`src/rtl/food_placer.sv`:
```
// food_placer: proposes random interior cells from two button-seeded LFSRs,
// verifies them against the block map, and falls back to a raster scan.
module food_placer #(
   parameter int GRID_HEIGHT = 24,
   parameter int GRID_WIDTH = 32,
   parameter int BITS_PER_BLOCK = 2,
   parameter logic [BITS_PER_BLOCK-1:0] BLOCK_EMPTY = '0,
   parameter int MAX_TRIES = 8,
   parameter logic [15:0] SEED_V = 16'hACE1,
   parameter logic [15:0] SEED_H = 16'h1D0F,
   localparam int VW = $clog2(GRID_HEIGHT),
   localparam int HW = $clog2(GRID_WIDTH)
) (
   input  logic                      MasterClock,
   input  logic                      ResetN,
   input  logic                      ButtonLeft,
   input  logic                      ButtonRight,
   input  logic                      ButtonUp,
   input  logic                      ButtonDown,
   input  logic                      ButtonCenter,
   input  logic                      Request,
   output logic                      ReadEn,
   output logic [VW-1:0]             ReadV,
   output logic [HW-1:0]             ReadH,
   input  logic [BITS_PER_BLOCK-1:0] ReadBlock,
   output logic                      Busy,
   output logic                      FoodValid,
   output logic                      GridFull,
   output logic [VW-1:0]             NextFoodV,
   output logic [HW-1:0]             NextFoodH
);
   localparam int TW = $clog2(MAX_TRIES + 1);
   localparam int CELLS = (GRID_HEIGHT - 2) * (GRID_WIDTH - 2);
   localparam int CW = $clog2(CELLS + 1);
   localparam logic [VW-1:0] V_ONE = VW'(1);
   localparam logic [VW-1:0] V_MAX = VW'(GRID_HEIGHT - 2);
   localparam logic [HW-1:0] H_ONE = HW'(1);
   localparam logic [HW-1:0] H_MAX = HW'(GRID_WIDTH - 2);
   localparam logic [TW-1:0] T_MAX = TW'(MAX_TRIES);
   localparam logic [CW-1:0] C_MAX = CW'(CELLS);

   typedef enum logic [2:0] {IDLE, PROPOSE, CHECK, SCAN_INIT, SCAN_RD, SCAN_CK, DONE, FULL} state_t;
   state_t state_q, state_d;
   logic [15:0] lfsr_v_q, lfsr_v_d, lfsr_h_q, lfsr_h_d, step_v, step_h;
   logic [TW-1:0] tries_q, tries_d;
   logic [CW-1:0] scan_cnt_q, scan_cnt_d;
   logic [VW-1:0] cand_v, last_v_q, last_v_d, scan_v_q, scan_v_d, food_v_q, food_v_d;
   logic [HW-1:0] cand_h, last_h_q, last_h_d, scan_h_q, scan_h_d, food_h_q, food_h_d;
   logic last_ok_q, last_ok_d, in_range, empty;

   always_comb begin
      step_v = {lfsr_v_q[14:0], lfsr_v_q[15] ^ lfsr_v_q[13] ^ lfsr_v_q[12] ^ lfsr_v_q[10]
                ^ ButtonLeft ^ ButtonDown ^ ButtonCenter};
      step_h = {lfsr_h_q[14:0], lfsr_h_q[15] ^ lfsr_h_q[13] ^ lfsr_h_q[12] ^ lfsr_h_q[10]
                ^ ButtonRight ^ ButtonUp ^ ButtonCenter};
      lfsr_v_d = (step_v == '0) ? SEED_V : step_v;
      lfsr_h_d = (step_h == '0) ? SEED_H : step_h;
      cand_v = lfsr_v_q[VW-1:0];
      cand_h = lfsr_h_q[HW-1:0];
      in_range = cand_v >= V_ONE && cand_v <= V_MAX && cand_h >= H_ONE && cand_h <= H_MAX;
      empty = ReadBlock == BLOCK_EMPTY;
      Busy = state_q != IDLE;
      FoodValid = state_q == DONE;
      GridFull = state_q == FULL;
      NextFoodV = food_v_q;
      NextFoodH = food_h_q;
   end

   always_comb begin
      state_d = state_q;
      tries_d = tries_q;
      scan_cnt_d = scan_cnt_q;
      last_v_d = last_v_q;
      last_h_d = last_h_q;
      last_ok_d = last_ok_q;
      scan_v_d = scan_v_q;
      scan_h_d = scan_h_q;
      food_v_d = food_v_q;
      food_h_d = food_h_q;
      ReadEn = 1'b0;
      ReadV = '0;
      ReadH = '0;
      case (state_q)
         IDLE: if (Request) begin
            tries_d = '0;
            last_ok_d = 1'b0;
            state_d = PROPOSE;
         end
         PROPOSE: begin
            tries_d = tries_q + 1'b1;
            if (in_range) begin
               ReadEn = 1'b1;
               ReadV = cand_v;
               ReadH = cand_h;
               last_v_d = cand_v;
               last_h_d = cand_h;
               last_ok_d = 1'b1;
               state_d = CHECK;
            end else state_d = (tries_d < T_MAX) ? PROPOSE : SCAN_INIT;
         end
         CHECK: if (empty) begin
            food_v_d = last_v_q;
            food_h_d = last_h_q;
            state_d = DONE;
         end else state_d = (tries_q < T_MAX) ? PROPOSE : SCAN_INIT;
         SCAN_INIT: begin
            scan_v_d = last_ok_q ? last_v_q : V_ONE;
            scan_h_d = last_ok_q ? last_h_q : H_ONE;
            scan_cnt_d = '0;
            state_d = SCAN_RD;
         end
         SCAN_RD: begin
            ReadEn = 1'b1;
            ReadV = scan_v_q;
            ReadH = scan_h_q;
            state_d = SCAN_CK;
         end
         SCAN_CK: if (empty) begin
            food_v_d = scan_v_q;
            food_h_d = scan_h_q;
            state_d = DONE;
         end else begin
            // raster advance over the interior only, wrapping back to (1,1)
            scan_cnt_d = scan_cnt_q + 1'b1;
            scan_h_d = (scan_h_q == H_MAX) ? H_ONE : scan_h_q + 1'b1;
            scan_v_d = (scan_h_q != H_MAX) ? scan_v_q : (scan_v_q == V_MAX) ? V_ONE : scan_v_q + 1'b1;
            state_d = (scan_cnt_d == C_MAX) ? FULL : SCAN_RD;
         end
         default: state_d = IDLE;
      endcase
   end

   always_ff @(posedge MasterClock) begin
      if (!ResetN) begin
         state_q <= IDLE;
         lfsr_v_q <= SEED_V;
         lfsr_h_q <= SEED_H;
         tries_q <= '0;
         scan_cnt_q <= '0;
         last_v_q <= '0;
         last_h_q <= '0;
         last_ok_q <= 1'b0;
         scan_v_q <= '0;
         scan_h_q <= '0;
         food_v_q <= '0;
         food_h_q <= '0;
      end else begin
         state_q <= state_d;
         lfsr_v_q <= lfsr_v_d;
         lfsr_h_q <= lfsr_h_d;
         tries_q <= tries_d;
         scan_cnt_q <= scan_cnt_d;
         last_v_q <= last_v_d;
         last_h_q <= last_h_d;
         last_ok_q <= last_ok_d;
         scan_v_q <= scan_v_d;
         scan_h_q <= scan_h_d;
         food_v_q <= food_v_d;
         food_h_q <= food_h_d;
      end
   end
endmodule

```
`config.mk`:
```
export PLATFORM = sky130hd
export DESIGN_NAME = food_placer
export DESIGN_NICKNAME = d
export VERILOG_FILES = /design/src/rtl/food_placer.sv
export SDC_FILE = /design/constraint.sdc
export NUM_CORES = 1
export LEC_CHECK = 0
export ABC_AREA = 0
export BUFFER_PORTS_ARGS = -buffer_cell sky130_fd_sc_hd__buf_2
export CORE_ASPECT_RATIO = 0.6
export CORE_MARGIN = 10
export CORE_UTILIZATION = 45
export CTS_BUF_LIST = sky130_fd_sc_hd__clkbuf_4
export DETAILED_ROUTE_END_ITERATION = 10
export GPL_TIMING_DRIVEN = 0
export PLACE_DENSITY = 0.76
export SLEW_MARGIN = 10
export SYNTH_ARGS = -nofsm -noshare
export SYNTH_HDL_FRONTEND = slang
export SYNTH_SLANG_ARGS = --single-unit
```
`constraint.sdc`:
```
create_clock -name MasterClock -period 1.6 [get_ports MasterClock]
set_input_delay 0.24 -clock MasterClock [delete_from_list [all_inputs] [get_ports MasterClock]]
set_output_delay 0.24 -clock MasterClock [all_outputs]
set_load 0.01 [all_outputs]
```
Word-level counts from Yosys, hierarchy flattened
Cells that the tools add are included.
{"block": "totals", "reg_bits": 80}
{"block": "classes", "mux": 36, "bitwise": 13, "reduce_logical": 19, "n_eq_ne": 17, "addsub": 4, "magnitude_cmp": 6}
{"operator": "two-way mux 5 bit", "n": 13}
{"operator": "one-hot mux 5 bit (2 select lines)", "n": 6}
{"operator": "zero test 16 bit", "n": 2}
{"operator": "one-hot mux 10 bit (2 select lines)", "n": 1}
{"operator": "one-hot mux 3 bit (6 select lines)", "n": 1}
{"operator": "== test 3 bit (second input constant)", "n": 4}
{"operator": "!= test 2 bit (second input constant)", "n": 6}
{"operator": "XOR 1 bit", "n": 12}
{"operator": "adder 10 x 1 -> 10 bit (second input constant)", "n": 1}
{"operator": "adder 5 x 1 -> 5 bit (second input constant)", "n": 2}
{"operator": "== test 10 bit (second input constant)", "n": 1}
{"operator": "== test 5 bit (second input constant)", "n": 2}
{"operator": "greater-or-equal comparator 5 x 1 -> 1 bit (second input constant)", "n": 2}
{"operator": "less-or-equal comparator 5 bit (second input constant)", "n": 2}
{"operator": "two-way mux 10 bit", "n": 1}
{"operator": "two-way mux 2 bit", "n": 5}
{"operator": "AND reduction 3 bit", "n": 3}
{"operator": "less-than comparator 4 bit (second input constant)", "n": 2}
{"operator": "one-hot mux 4 bit (2 select lines)", "n": 1}
{"operator": "== test 3 x 2 -> 1 bit (second input constant)", "n": 2}
{"operator": "two-way mux 3 bit", "n": 2}
{"operator": "AND reduction 2 bit", "n": 3}
{"operator": "nonzero test 2 bit", "n": 3}
{"operator": "!= test 5 bit (second input constant)", "n": 1}
{"operator": "11 further kinds", "n": 17}

Logic depth before layout (Yosys ltp)
Gate-level depths: netlist of the first run.
{"block": "logic_depth", "ltp_word": 8, "ltp_mapped": 8, "mapped_depth_nobuf": 7}

Least setup slack after synthesis of the first run
Ideal clock, no wire load.
{"block": "synth_timing", "path_type": "register to output", "from": "reg lfsr_v_q[0]", "to": "out ReadEn", "setup_slack_ns": -0.059, "stages_incl_launch_ff": 7, "n_path_buf": 2, "arrival_ns": 1.419, "t_required_ns": 1.360, "path_cell_list": "dfxtp_1 -> a31oi_1 -> o22ai_1 -> and4bb_1 -> buf_2 -> buf_4 -> or2_2"}
{"block": "synth_via", "elab_chain_len": 6}
{"element": "start, declared", "line_no": "44", "source": "logic [15:0] lfsr_v_q, lfsr_v_d, lfsr_h_q, lfsr_h_d, step_v, step_h;"}
{"element": "start signal, assigned", "line_no": "149", "source": "lfsr_v_q <= lfsr_v_d;"}
{"element": "greater-or-equal comparator 5 x 1 -> 1 bit / less-or-equal comparator 5 bit (equally long branches)", "line_no": "60", "source": "in_range = cand_v >= V_ONE && cand_v <= V_MAX && cand_h >= H_ONE && cand_h <= H_MAX;"}
{"element": "logical AND 1 bit * (3 in a row)", "line_no": "60"}
{"element": "two-way mux 1 bit *", "line_no": "91", "source": "if (in_range) begin"}
{"element": "one-hot mux 1 bit (2 select lines) *", "line_no": "83", "source": "case (state_q)"}
{"element": "end, declared", "line_no": "22", "source": "output logic ReadEn,"}
Every way passes the cells marked *; elsewhere a longest branch is shown, timed or not.

Worst setup path after layout of the first run
{"block": "layout_timing", "from": "reg lfsr_v_q[1]", "to": "out ReadH[0]"}
{"block": "layout_via", "elab_chain_len": 6}
{"element": "greater-or-equal comparator 5 x 1 -> 1 bit / less-or-equal comparator 5 bit (equally long branches)", "line_no": "60"}
{"element": "logical AND 1 bit * (3 in a row)", "line_no": "60"}
{"element": "two-way mux 5 bit *", "line_no": "91"}
{"element": "one-hot mux 5 bit (2 select lines) *", "line_no": "83"}
{"element": "end, declared", "line_no": "24", "source": "output logic [HW-1:0] ReadH,"}
Marked as above.

==> run_results.csv, run 1 <==
group,metric,value,unit
synth,synth.top_cell.area_share,43.3,%
placement,hpwl,6690,um
critical_path,reg2reg_from,"state_q[2]$_SDFFE_PN0P_",
grt,grt_antenna_before_repair,0,
synth,yosysSeqAreaShare,43.3,%
synth,synthArstFlopShare,0,%
critical_path,cp_max_fo,5,
clock_tree,numCtsBuffers,9,
synth,synth_edf_count,0,
power_and_ir_drop,p_per_area,871,nW/um2
min_path,hold_class,"in -> reg",
finish,layout_common_cells,"dfxtp_1, nor2_1, nand2_1",
critical_path,reg2reg_depth,8,
run_status,status,"finished with violations",
critical_path,criticalPathCategory,"reg -> out",
placement,port_buffers,33,
drt,via_per_inst,5.61,
grt,grt_max_degree,13,
synth,syn_avg_cell_area,8.58,um2
clock_tree,cts_root_buffer,"clkbuf_4",
power_and_ir_drop,leakage,1.94,nW
timing,relSlewSlack,56.0,%
synth,syn_inst,431,
clock_tree,insertion_delay,0.44,ns
synth,syn_nets,448,
placement,placed_area,4010,um2
die,die_w,137,um
finish,nNetsFinal,528,
synth,synthFlopType,"dfxtp_1",
die,io_pins,34,
timing,worst_hold_slack,0.150,ns
grt,grt_usage,15.8,%
power_and_ir_drop,finalPower,4.23,mW
critical_path,reg2reg_to,"state_q[1]$_SDFFE_PN0P_",
critical_path,worstSetupEndpointType,"output pin",
drt,drtIter0Drc,339,
placement,gp_congestion,0.891,
grt,grt_pass1_wl,15800,um
drt,drtPass1Iterations,5,
clock_tree,cts_tree,"built",
run_status,violations,"setup timing",
finish,post-route-util,61.1,%
drt,wl,10700,um
run,max_cap_viol_count,0,
synth,yosysUniqueCellTypes,53,
timing,report.final.hold_viol_count,0,
critical_path,r2r_setup_slack,-0.18,ns
power_and_ir_drop,vdd_ir_drop_max,0.485,mV
finish,fill_cells,687,
timing,skew,0.0155,ns
finish,fin_area,4850,um2
finish,mostFrequentLayoutCell,"dfxtp_1",
clock_tree,cts_sinks,80,
min_path,hold_start,"ResetN",
timing,rsz0062_at_grt,"yes",
drt,drc,0,
critical_path,crit_end,"ReadH[0]",
synth,ys_ff_latch,80,
die,die_h,90.2,um
synth,synth_area,3700,um2
drt,via_count,3496,
die,row_count,25,
die,initial_core_util,46.6,%
timing,setup_violations,36,
critical_path,worst_setup_path_start_kind,"register",
die,die_area,12400,um2
timing,layout_setup_ws,-0.570,ns
drt,post_drt_wl_per_cell,17.2,um
synth,synth.largest_area_cell,"dfxtp_1",
finish,syn_to_final_growth,31.2,%
timing,max_freq,461,MHz
clock_tree,clockBufferDepth,2,
timing,slew_violations,0,
finish,layout-drive-gt1-share,37.7,%
clock_tree,clkTransAtPathRegs,0.12,ns
finish,diodes,0,
critical_path,cp.required,1.36,ns
critical_path,critPathLaunch,"lfsr_v_q[1]$_SDFF_PP0_",
timing,period_needed,2.17,ns
grt,grt_overflow,0,
timing,tightest_slew,0.660,ns
clock_tree,htree_levels,3,
critical_path,cp.arrival,1.93,ns
synth,synth_warnings,0,
timing,fin_crit_sh,136,%
grt,grt_pass1_vias,3201,
die,coreArea,7950,um2
synth,synthTopCellsByArea,"dfxtp_1, nor2_1, nand2_1",
drt,final_antenna_net_count,0,
per-layer routing:
metal  track usage, %  share of wire (%)
met1             20.7                 42
met3             5.11                9.0
met5                0                  0
met4             4.90                2.8
met2             23.9                 46
area by class of cell:
class,instances,area [um2],area share (%)
multi-input cells,310,2210,45.5
flip-flops and latches,80,1650,34.0
repair buffers,73,522,10.8
plain buffers,21,176,3.64
well taps,108,135,2.79
clock buffers,10,75.1,1.55
inverters,16,60.1,1.24
clock inverters,5,25.0,0.516
flip-flops by register name (all words and copies together), names as in the netlist:
register and count:
NextFoodH 5, NextFoodV 5, last_h_q 5, last_ok_q 1
last_v_q 5, lfsr_h_q 16, lfsr_v_q 16, scan_cnt_q 10
scan_h_q 5, scan_v_q 5, state_q 3, tries_q 4
cells in the mapped netlist, types with 2 or more instances:
library cell,n
a211oi_1,2
a21boi_0,6
a21boi_1,2
a21oi_1,13
a22o_1,10
a311oi_1,11
a31oi_1,7
and2_1,7
and3_1,2
buf_2,7
buf_4,5
clkbuf_1,12
dfxtp_1,80
ha_1,7
inv_1,16
mux2i_1,13
nand2_1,39
nand2b_1,3
nand3_1,14
nand3b_1,3
nand4_1,3
nand4b_1,2
nor2_1,60
nor2b_1,6
nor3_1,5
nor3_2,2
nor3b_1,2
nor4_1,7
o211ai_1,2
o21ai_0,18
o21ai_1,2
o22ai_1,4
o31ai_2,2
or2_1,2
or2_2,16
or3_1,3
or4_1,2
xnor2_1,11
xor2_1,9
cells by family after synthesis:
group,after synthesis,synth area share [%]
AND/OR/NAND/NOR,184,25.0
AO/OA/AOI/OAI,86,16.0
flip-flops,80,43.3
buffers and inverters,41,5.11
XOR/XNOR,20,4.74
multiplexers,13,3.52
adder cells (fa/ha/maj),7,2.37
power by group:
part           internal [mW]  switching (mW)  leakage [nW]
Clock                  0.313           0.685        0.0571
Combinational          0.492           0.473          1.23
Sequential              2.12           0.143         0.660
Total                   2.93            1.30          1.94
worst min-delay path by stage:
stage / end / slack [ns] / depth (start not counted)
after global placement: lfsr_v_q[8]$_SDFF_PP0_ / 0.41 / 2
after global routing: lfsr_h_q[6]$_SDFF_PP0_ / 0.12 / 3
after floorplan: lfsr_h_q[15]$_SDFF_PP0_ / 0.41 / 2
final: lfsr_h_q[6]$_SDFF_PP0_ / 0.15 / 3
after CTS: last_ok_q$_SDFFE_PN0P_ / 0.15 / 4
after detailed placement: lfsr_v_q[9]$_SDFF_PP0_ / 0.42 / 2
critical path: stages (launching register included):
cell	delay, ns
dfxtp_4	0.40
a31oi_4	0.09
o22ai_2	0.15
and4bb_1	0.24
buf_6	0.14
buf_6	0.12
a22o_1	0.20
buf_2	0.15
timing repair:
action | 4_1_cts | 5_1_grt
setup endpoints to repair | 51 | 74
setup buffers | 17 | 21
endpoints found under the hold margin | 0 | 0
gates resized for setup | 63 | 93
hold buffers | 0 | 0
pin swaps | 20 | 43
cloned | 2 | 1
per-stage QoR:
stage | worst slack [ns] | instances | setup TNS, ns
finish | -0.570 | 623 | -8.00
CTS | -0.553 | 605 | -6.74
detailed placement | -0.272 | 572 | -6.26
floorplan | -0.0109 | 431 | -0.0109
global route | -0.665 | 623 | -11.69
global placement | -0.265 | 572 | -4.29
(Power assumes the default switching activity.)
==> inputs of run 2 (changes only) <==
CORE_ASPECT_RATIO = 1.5   (was 0.6)
SKIP_CTS_REPAIR_TIMING = 1   (was unset)
==> run 2 against run 1 <==
Effect of this change:
- the flow still finishes with violations (setup timing)
- wire length shrank 8.1%
- clock skew shrank 0.0044 ns
- combinational power shrank 2.6%
- cell area grew 0.54%
- worst setup slack lost 0.14 ns
- global-route usage shrank 1.2 points
- worst hold slack gained 0.025 ns
==> run_results.csv, run 2 (synthesis results as in run 1) <==
group,metric,value,unit
run_status,status,"finished with violations",
run_status,violations,"setup timing",
timing,slew_violations,0,
grt,grt_pass1_vias,3052,
critical_path,max_stage_delay,0.40,ns
grt,grt_pass1_wl,14500,um
timing,max_freq,434,MHz
finish,multiInputGateArea,2220,um2
timing,setup_tns,-9.16,ns
grt,grt_overflow,0,
drt,final_antenna_net_count,0,
placement,hpwl,6390,um
finish,diodes,0,
power_and_ir_drop,finalPower,4.38,mW
die,io_pins,34,
critical_path,worst_setup_path_start_kind,"register",
timing,relSlewSlack,59.2,%
clock_tree,cts_sinks,80,
clock_tree,clkTransAtPathRegs,0.12,ns
critical_path,cp_common_cell,"buf_6",
power_and_ir_drop,p_clk_share,27.3,%
timing,worst_hold_slack,0.175,ns
timing,layout_setup_ws,-0.707,ns
timing,fin_crit_sh,144,%
critical_path,worstSetupEndpointType,"output pin",
finish,layout-drive-gt1-share,38.6,%
drt,drtPass1Iterations,4,
grt,grt_usage,14.5,%
finish,reg_top3,"lfsr_h_q (16), lfsr_v_q (16), scan_cnt_q (10)",
die,die_w,94.0,um
power_and_ir_drop,leakage,1.97,nW
timing,setup_violations,33,
power_and_ir_drop,intPower,3.09,mW
die,row_count,40,
finish,nNetsFinal,528,
critical_path,cp_top_family,"buffers and inverters",
power_and_ir_drop,vdd_ir_drop_max,0.483,mV
timing,period_needed,2.31,ns
clock_tree,numCtsBuffers,9,
finish,syn_to_final_growth,31.9,%
timing,skew,0.0111,ns
clock_tree,clockBufferDepth,2,
critical_path,crit_buf_inv,4,
power_and_ir_drop,p_per_area,899,nW/um2
clock_tree,insertion_delay,0.44,ns
finish,fill_cells,636,
clock_tree,cts_root_buffer,"clkbuf_4",
drt,via_per_inst,5.56,
finish,layout_common_cells,"dfxtp_1, nor2_1, nand2_1",
die,initial_core_util,46.2,%
power_and_ir_drop,switchingPower,1.30,mW
critical_path,cp.required,1.36,ns
grt,grt_antenna_before_repair,0,
min_path,hold_class,"in -> reg",
power_and_ir_drop,p_seq_share,51.2,%
drt,post_drt_wl_per_cell,15.9,um
timing,report.final.hold_viol_count,0,
finish,mostFrequentLayoutCell,"dfxtp_1",
die,coreArea,8010,um2
power_and_ir_drop,switching_share,29.6,%
drt,drc,0,
critical_path,cp.arrival,2.07,ns
clock_tree,cts_tree,"built",
drt,via_count,3450,
critical_path,criticalPathCategory,"reg -> out",
placement,gp_congestion,0.908,
grt,grt_max_degree,14,
die,die_area,12300,um2
critical_path,cpMaxStageDelayCell,"dfxtp_4",
timing,tightest_slew,0.611,ns
drt,wl,9860,um
timing,rsz0062_at_grt,"yes",
critical_path,cp_max_fo,6,
power_and_ir_drop,combPwrFrac,21.4,%
critical_path,path_cells,"a31oi_4 > o22ai_2 > and4bb_1 > buf_6 > buf_8 > buf_6 > a22o_1 > buf_2",
placement,dp_slack,-0.293,ns
placement,port_buffers,33,
drt,drtIter0Drc,283,
die,die_h,131,um
finish,register_area,1650,um2
clock_tree,htree_levels,3,
run,max_cap_viol_count,0,
[run 2: worst min-delay path: cells and delay by family]
family | cells | cell delay, ns
buf+inv | 1 | 0.16
compound gates | 1 | 0.09
simple gates | 1 | 0.10
[run 2: path summary, 6_finish.rpt]
check / startpoint / endpoint / slack (ns) / cells after the start
worst max-delay path: lfsr_v_q[1]$_SDFF_PP0_ / ReadH[0] / -0.71 / 8
worst min-delay path: ResetN / lfsr_v_q[5]$_SDFF_PP1_ / 0.17 / 3
worst max register to register: lfsr_v_q[1]$_SDFF_PP0_ / last_ok_q$_SDFFE_PN0P_ / -0.16 / 10
worst min register to register: lfsr_v_q[7]$_SDFF_PP1_ / lfsr_v_q[8]$_SDFF_PP0_ / 0.44 / 2
[run 2: power by group through the flow]
stage / sequential [mW] / combinational (mW) / clock (mW)
after global routing: 2.26 / 1.02 / 1.29
after global placement: 2.26 / 0.644 / 0
after floorplan: 2.23 / 0.481 / 0
after CTS: 2.22 / 0.659 / 1.21
final: 2.24 / 0.940 / 1.20
after detailed placement: 2.26 / 0.656 / 0
[run 2: through the flow]
| stage | cells | area, um2 | utilization [%] |
|---|---|---|---|
| floorplan | 431 | 3710 | - |
| global placement | 569 | 4010 | 50.0 |
| detailed placement | 569 | 4010 | 50.0 |
| CTS | 584 | 4140 | 51.7 |
| global route | 620 | 4880 | 60.9 |
| finish | 620 | 4880 | 60.9 |
[run 2: cell type report]
| cell class | instances | area share (%) |
|---|---|---|
| Multi-Input combinational cell | 310 | 45.5 |
| Sequential cell | 80 | 33.9 |
| Inverter | 16 | 1.28 |
| Buffer | 23 | 3.67 |
| Tap cell | 105 | 2.69 |
| Clock buffer | 10 | 1.54 |
| Clock inverter | 5 | 1.21 |
| Timing Repair Buffer | 71 | 10.2 |
[run 2: per-layer routing]
layer  global-route usage, %  vias to the layer above  wire [um]
li1                        -                     1668          -
met1                    16.5                     1621       3860
met2                    24.2                      135       5150
met3                    3.83                       26        619
met4                    8.16                        0        224
met5                       0                        -          0
==> inputs of run 3 (changes only) <==
PLACE_DENSITY = 0.73   (was 0.76)
clock period = 2.8 ns   (was 1.6 ns; I/O delays follow)
==> run 3 against run 2 <==
Effect of this change:
- sequential share of layout area is 5.0 points higher
- worst hold slack gained 0.16 ns
- sequential power fell by 43%
- the flow now finishes without violations
- die area unchanged
- wire length fell by 15%
- power decreased by 48%
==> run_results.csv, run 3 (synthesis results as in run 1) <==
group,metric,value,unit
timing,report.final.hold_viol_count,0,
timing,worst_hold_slack,0.330,ns
finish,fill_cells,765,
placement,gp_congestion,0.873,
timing,fin_crit_sh,95.2,%
critical_path,cp.required,2.38,ns
die,io_pins,34,
finish,layout-drive-gt1-share,17.9,%
timing,setup_tns,0,ns
critical_path,cp.arrival,2.25,ns
clock_tree,clockBufferDepth,2,
drt,drtIter0Drc,139,
timing,period_needed,2.67,ns
drt,post_drt_wl_per_cell,14.3,um
grt,grt_usage,14.4,%
drt,final_antenna_net_count,0,
drt,via_count,3133,
timing,max_freq,375,MHz
placement,port_buffers,33,
critical_path,worst_setup_path_start_kind,"register",
finish,mostFrequentLayoutCell,"dfxtp_1",
die,die_w,94.0,um
grt,grt_pass1_wl,14300,um
grt,grt_max_degree,17,
grt,grt_overflow,0,
clock_tree,cts_tree,"built",
finish,diodes,0,
critical_path,cp_common_cell,"buf_2",
finish,register_area,1600,um2
finish,reg_top3,"lfsr_h_q (16), lfsr_v_q (16), scan_cnt_q (10)",
drt,drtPass1Iterations,4,
power_and_ir_drop,leakage,1.62,nW
drt,via_per_inst,5.36,
timing,skew,0.0209,ns
critical_path,criticalPathCategory,"reg -> out",
clock_tree,clkTransAtPathRegs,0.15,ns
finish,multiInputGateArea,1910,um2
finish,syn_to_final_growth,11.6,%
critical_path,cpMaxStageDelayCell,"dfxtp_1",
grt,grt_pass1_vias,3065,
finish,layout_common_cells,"dfxtp_1, nor2_1, buf_2",
critical_path,cp_top_family,"simple AND/OR/NAND/NOR gates",
timing,rsz0062_at_grt,"no",
finish,fin_area,4130,um2
timing,slew_violations,0,
critical_path,crit_buf_inv,3,
clock_tree,cts_root_buffer,"clkbuf_4",
critical_path,path_cells,"a31oi_1 > o22ai_1 > and4bb_1 > buf_2 > buf_4 > or2_2 > buf_2",
placement,hpwl,6410,um
die,coreArea,8010,um2
drt,wl,8340,um
timing,tightest_slew,0.680,ns
finish,nNetsFinal,492,
die,die_area,12300,um2
drt,drc,0,
clock_tree,numCtsBuffers,9,
die,die_h,131,um
clock_tree,insertion_delay,0.45,ns
die,initial_core_util,46.2,%
run_status,status,"completed",
die,row_count,40,
critical_path,cp_max_fo,10,
min_path,hold_class,"in -> reg",
grt,grt_antenna_before_repair,0,
clock_tree,cts_sinks,80,
placement,placed_area,4000,um2
power_and_ir_drop,finalPower,2.29,mW
power_and_ir_drop,p_per_area,555,nW/um2
power_and_ir_drop,vdd_ir_drop_max,0.354,mV
critical_path,max_stage_delay,0.43,ns
timing,relSlewSlack,54.4,%
critical_path,worstSetupEndpointType,"output pin",
run,max_cap_viol_count,0,
clock_tree,htree_levels,3,
timing,setup_violations,0,
-- run 3: cell count changes in the layout (fill, tap and decap cells not counted), moves of 8 or more --
cell,before,now
buf_2,31,40
nor2_2,9,0
dfxtp_1,55,79
buf_4,32,5
dfxtp_2,17,1
buf_6,16,1
nor2_1,47,60
dfxtp_4,8,0
-- run 3: final timing paths --
kind | startpoint | end | slack [ns] | cells after the start
max reg2reg | scan_h_q[0]$_SDFFE_PN0P_ | scan_v_q[2]$_SDFFE_PN0P_ | 0.92 | 7
max | lfsr_v_q[1]$_SDFF_PP0_ | ReadEn | 0.13 | 7
min | ResetN | lfsr_v_q[6]$_SDFF_PP1_ | 0.33 | 3
min reg2reg | lfsr_v_q[11]$_SDFF_PP1_ | lfsr_v_q[12]$_SDFF_PP0_ | 0.44 | 2
-- run 3: layout make-up --
class | count | area share (%)
Multi-Input combinational cell | 310 | 46.2
Sequential cell | 80 | 38.8
Timing Repair Buffer | 33 | 4.00
Tap cell | 105 | 3.18
Buffer | 25 | 3.12
Clock buffer | 9 | 1.64
Clock inverter | 7 | 1.52
Inverter | 16 | 1.46
-- run 3: report_power, final --
group	switching (mW)	internal, mW	leakage, nW
sequential	0.0594	1.21	0.654
clock	0.450	0.204	0.0751
combinational	0.208	0.162	0.895
total	0.718	1.57	1.62
-- run 3: worst reg2reg max path, delay by kind of cell, from the launching register on --
kind                     cells  cell delay, ns
adder cells (fa/ha/maj)      1            0.21
AND/OR/NAND/NOR              2            0.19
flip-flops                   1            0.42
AO/OA/AOI/OAI                3            0.90
buffers and inverters        1            0.10
-- run 3: routing by layer --
metal	track usage, %	up-vias	part of all wire, %
met5	0	-	0
met3	2.97	16	5.5
met2	24.8	64	49
met1	16.1	1464	42
li1	-	1589	-
met4	7.89	0	3.1
-- run 3: through the flow --
| stage | cells | utilization, % | setup WS, ns |
|---|---|---|---|
| 3_3_place_gp | 569 | 49.9 | 0.622 |
| 3_5_place_dp | 569 | 49.9 | 0.610 |
| 5_1_grt | 585 | 51.5 | 0.0351 |
| 6_report | 585 | 51.5 | 0.134 |
| 4_1_cts | 585 | 51.5 | 0.0894 |
| 2_1_floorplan | 431 | - | 0.961 |
